==> config.mk <==
export PLATFORM = sky130hd
export DESIGN_NAME = symbol_entry_encoder
export DESIGN_NICKNAME = d
export VERILOG_FILES = /design/src/rtl/symbol_entry_encoder.sv
export SDC_FILE = /design/constraint.sdc
export NUM_CORES = 1
export LEC_CHECK = 0
export CORE_MARGIN = 2
export CORE_UTILIZATION = 25
export CTS_CLUSTER_DIAMETER = 30
export DETAILED_ROUTE_END_ITERATION = 12
export GPL_TIMING_DRIVEN = 0
export PLACE_DENSITY_LB_ADDON = 0.3
export REMOVE_ABC_BUFFERS = 1
export SLEW_MARGIN = 20
export SYNTH_ARGS = -nofsm -noshare
export SYNTH_HDL_FRONTEND = slang
export SYNTH_SLANG_ARGS = --single-unit
==> constraint.sdc <==
create_clock -name clk -period 1.55 [get_ports clk]
set_clock_uncertainty 0.15 [all_clocks]
set_input_delay 0.31 -clock clk [delete_from_list [all_inputs] [get_ports clk]]
set_output_delay 0.31 -clock clk [all_outputs]
set_load 0.01 [all_outputs]
==> src/rtl/symbol_entry_encoder.sv <==
// Two-button symbol entry front end: synchronizes and debounces the buttons,
// then emits one-cycle symbol strobes (x0 valid, x1 value) and conflict pulses.
module symbol_entry_encoder #(
   parameter int DEBOUNCE_CYCLES = 4,
   parameter int CNT_W           = 8
) (
   input  logic             clk,
   input  logic             reset,
   input  logic             btn_zero,
   input  logic             btn_one,
   output logic             x1,
   output logic             x0,
   output logic             conflict,
   output logic [CNT_W-1:0] sym_count
);

   // state    | meaning
   // ARMED    | both debounced levels low, next single rise emits a symbol
   // WAIT_REL | event emitted, rises ignored until both buttons debounce released
   typedef enum logic {
      ARMED    = 1'b0,
      WAIT_REL = 1'b1
   } state_t;

   localparam int                DB_W    = $clog2(DEBOUNCE_CYCLES + 1);
   localparam logic [DB_W-1:0]   DB_LAST = DB_W'(DEBOUNCE_CYCLES - 1);

   state_t                   state;
   logic [1:0]               raw;
   logic [1:0]               s1;
   logic [1:0]               s2;
   logic [1:0]               deb;
   logic [1:0]               deb_d;
   logic [1:0]               rise;
   logic [1:0][DB_W-1:0]     db_cnt;

   // bit 0 tracks btn_zero, bit 1 tracks btn_one
   assign raw  = {btn_one, btn_zero};
   assign rise = deb & ~deb_d;

   always_ff @(posedge clk) begin
      if (!reset) begin
         s1     <= '0;
         s2     <= '0;
         deb    <= '0;
         deb_d  <= '0;
         db_cnt <= '0;
      end else begin
         s1    <= raw;
         s2    <= s1;
         deb_d <= deb;
         for (int i = 0; i < 2; i++) begin
            if (s2[i] == deb[i]) begin
               db_cnt[i] <= '0;
            end else if (db_cnt[i] == DB_LAST) begin
               deb[i]    <= s2[i];
               db_cnt[i] <= '0;
            end else begin
               db_cnt[i] <= db_cnt[i] + 1'b1;
            end
         end
      end
   end

   always_ff @(posedge clk) begin
      if (!reset) begin
         state     <= ARMED;
         x0        <= 1'b0;
         x1        <= 1'b0;
         conflict  <= 1'b0;
         sym_count <= '0;
      end else begin
         x0       <= 1'b0;
         x1       <= 1'b0;
         conflict <= 1'b0;
         case (state)
            ARMED: begin
               if (rise == 2'b11) begin
                  conflict <= 1'b1;
                  state    <= WAIT_REL;
               end else if (rise != 2'b00) begin
                  x0        <= 1'b1;
                  x1        <= rise[1];
                  sym_count <= sym_count + 1'b1;
                  state     <= WAIT_REL;
               end
            end
            WAIT_REL: begin
               if (deb == 2'b00) state <= ARMED;
            end
         endcase
      end
   end

endmodule

==> impl_metrics.csv <==
group,metric,value,unit
run_status,status,"finished, final reports clean",
sta,tightest_slew,0.3436,ns
detailed_routing,routed_wl,1927,um
cells_and_area,drive_above_1_share,18.85,%
logic_synthesis,syn_inst,106,
logic_synthesis,synth_edf_count,0,
clock_network,numCtsBuffers,3,
global_routing,grt_pass1_vias,712,
setup_path,cp-start-kind,"flip-flop",
logic_synthesis,synthArstFlopShare,0,%
setup_path,cp_cell_sequence,"nor2b_4 -> xnor2_4 -> or3_1 -> a21oi_1",
clock_network,cts_sinks,26,
floorplan,die_h,70.10,um
sta,max_freq,670.3,MHz
setup_path,critPathBufInv,0,
setup_path,arrival,1.55,ns
detailed_routing,drc,0,
pwr,p_per_area,814.7,mW/mm^2
floorplan,coreArea,0.004294,sq mm
logic_synthesis,synth_area,0.001092,sq mm
detailed_routing,vias,782,
clock_network,worstSkewPairLatency,0.26,ns
setup_path,rrSetupSlack,0.06,ns
sta,slew_viol_final,0,
global_routing,met1_usage,11.19,%
pwr,ir_worst_vdd,0.4921,mV
cells_and_area,num_antenna_cells,0,
sta,slew-limit-headroom,77.09,%
floorplan,die_area,0.004914,sq mm
sta,setup_violations,0,
placement,io_buffers,14,
logic_synthesis,synth_top_cell_by_area,"dfxtp_1",
clock_network,ctsHoldBuffers,0,
logic_synthesis,synth_flop_cell,"dfxtp_1",
flow_run,max_cap_violations,0,
logic_synthesis,synth_area_leaders,"dfxtp_1 48%, ha_1 5.7%, mux2i_1 5.5%, nor2_1 3.1%, and2_1 2.9%",
detailed_routing,ant_nets,0,
floorplan,rows,24,
detailed_routing,vias_per_cell,4.494,
setup_path,critical-path-slowest-cell,"dfxtp_4",
sta,timing.final.crit_share,96.25,%
worst_hold_path,hold_path.class,"reg -> reg",
setup_path,setup.worst_path.class,"reg -> reg",
cells_and_area,syn2layout_area_growth,27.15,%
global_routing,top_usage_layer,"met2",
global_routing,grt_max_degree,20,
clock_network,cts_max_path_buffers,2,
global_routing,grt_pass1_wl,3318,um
clock_network,clk_pin_slew,0.09,ns
global_routing,grt_overflow,0,
sta,final_hold_viol_count,0,
clock_network,h-tree-depth,1,
logic_synthesis,yosys.area.top_type_share,47.65,%
cells_and_area,final_util,32.34,%
clock_network,cts-root-buf,"clkbuf_8",
placement,dp_hpwl,1299,um
global_routing,antenna_found_initial,0,
sta,rsz0062_at_grt,"false",
placement,finalWeightedCongestion,0.6959,
detailed_routing,drt_first_pass_iters,4,
logic_synthesis,synth_area_per_cell,10.30,sq um
logic_synthesis,ys_ff_latch,26,
global_routing,use_met3,2.742,%
setup_path,crit_path_end_kind,"flip-flop",
logic_synthesis,yosys-top-cells-count,"26 x dfxtp_1, 9 x nor2_1, 8 x inv_1, 8 x nand2_1, 6 x mux2i_1",
logic_synthesis,yosysMostFrequentCell,"dfxtp_1",
cells_and_area,num-nets-final,132,
detailed_routing,wl_per_cell,11.07,um
floorplan,initial_core_util,25.44,%
global_routing,gr-usage-all-layers,8.452,%
floorplan,die_x,70.10,um
setup_path,critPathMaxStageDelay,0.36,ns
detailed_routing,drt-initial-drc-count,23,
logic_synthesis,synth_cell_types,29,
setup_path,required,1.60,ns
setup_path,path_delay_family,"simple AND/OR/NAND/NOR gates",
sta,min_period,1.492,ns
logic_synthesis,yosysWarnings,0,
floorplan,ios,15,
setup_path,crit_path_max_fanout,7,
sta,setup_tns,0,ns
clock_network,cts_tree,"yes",
global_routing,use_met2,13.76,%
logic_synthesis,yosysSeqAreaShare,47.65,%
pwr,p_leak,0.5234,nW
## routing by layer
metal	vias up	part of all wire, %
met4	0	0.52
li1	390	-
met5	-	0
met3	2	3.0
met2	10	48
met1	380	48
## power by group
part	internal, mW	leakage (nW)	total [mW]	switching, mW
Sequential	0.672	0.214	0.674	0.00253
Clock	0.227	0.0288	0.429	0.202
Combinational	0.0124	0.280	0.0284	0.0160
Total	0.911	0.523	1.13	0.221
## state kept, by name, indices dropped and copies added (netlist names)
| register | cells |
|---|---|
| s1 | 2 |
| sym_count | 8 |
| s2 | 2 |
| x1 | 1 |
| x0 | 1 |
| state | 1 |
| deb_d | 2 |
| db_cnt | 6 |
| deb | 2 |
| conflict | 1 |
## worst reg2reg max path: cells and delay by family (launching register included)
kind / cells / cell delay, ns
AOI/OAI and AO/OA: 1 / 0.13
xor gates and xnor gates: 1 / 0.17
DFF: 1 / 0.36
and+or+nand+nor: 2 / 0.63
## cell usage in the layout (no fill, tap or decap), types with 2 or more instances in the layout
| master | synthesis | layout |
|---|---|---|
| dlygate4sd2_1 | 0 | 11 |
| o21ai_0 | 4 | 4 |
| nand2_1 | 8 | 7 |
| inv_1 | 8 | 8 |
| or3_1 | 4 | 4 |
| xnor2_4 | 0 | 2 |
| ha_1 | 5 | 5 |
| mux2i_1 | 6 | 6 |
| nor2_1 | 9 | 9 |
| nand4b_1 | 3 | 3 |
| nand2b_1 | 5 | 5 |
| xnor2_1 | 2 | 2 |
| and2_1 | 5 | 5 |
| dfxtp_1 | 26 | 19 |
| a21oi_1 | 3 | 3 |
| nor4b_4 | 0 | 2 |
| clkdlybuf4s50_1 | 0 | 2 |
| clkbuf_8 | 0 | 4 |
| dfxtp_2 | 0 | 6 |
## worst paths after layout
check	from	to	cells past startpoint
min	db_cnt[3]	db_cnt[3]	1
min reg2reg	db_cnt[3]	db_cnt[3]	1
max reg2reg	deb[1]	sym_count[3]	4
max	deb[1]	sym_count[3]	4
## cell families (layout without fill, tap and decap cells)
| kind of cell | count (synthesis) | in the layout | synth area share, % |
|---|---|---|---|
| buf+inv | 12 | 27 | 4.925 |
| compound gates | 11 | 11 | 8.478 |
| xor+xnor | 3 | 4 | 3.093 |
| simple gates | 43 | 43 | 24.63 |
| fa+ha+maj | 5 | 5 | 5.727 |
| mux | 6 | 6 | 5.499 |
| flops | 26 | 26 | 47.65 |
## metrics by stage
stage | worst slack (ns) | std cells | power (mW) | hold WS, ns | instance area (sq um)
final | 0.05805 | 174 | 1.131 | 0.2757 | 1389
after global routing | 0.007913 | 174 | 1.182 | 0.3009 | 1389
after floorplan | 0.009766 | 102 | 0.7048 | 0.2490 | 1069
after global placement | -0.7646 | 168 | 0.7217 | 0.2562 | 1274
after detailed placement | -0.8007 | 168 | 0.7231 | 0.2711 | 1274
after CTS | 0.03397 | 173 | 1.156 | 0.2841 | 1363
## repair_timing
action / CTS / global route
pin swaps: 2 / 4
gates resized for setup: 22 / 8
cloned: 1 / 0
setup endpoints to repair: 31 / 10
buffers inserted: 0 / 1
hold endpoints to repair: 0 / 0
## layout make-up
class                      count  area (sq um)
timing repair buffer          15         128.9
inverter                       8         30.03
tap                           52         65.06
multi-input combinational     69         578.1
fill                         455          2905
clock buffer                   4         55.05
sequential                    26         531.8
(Power assumes the default switching activity.)
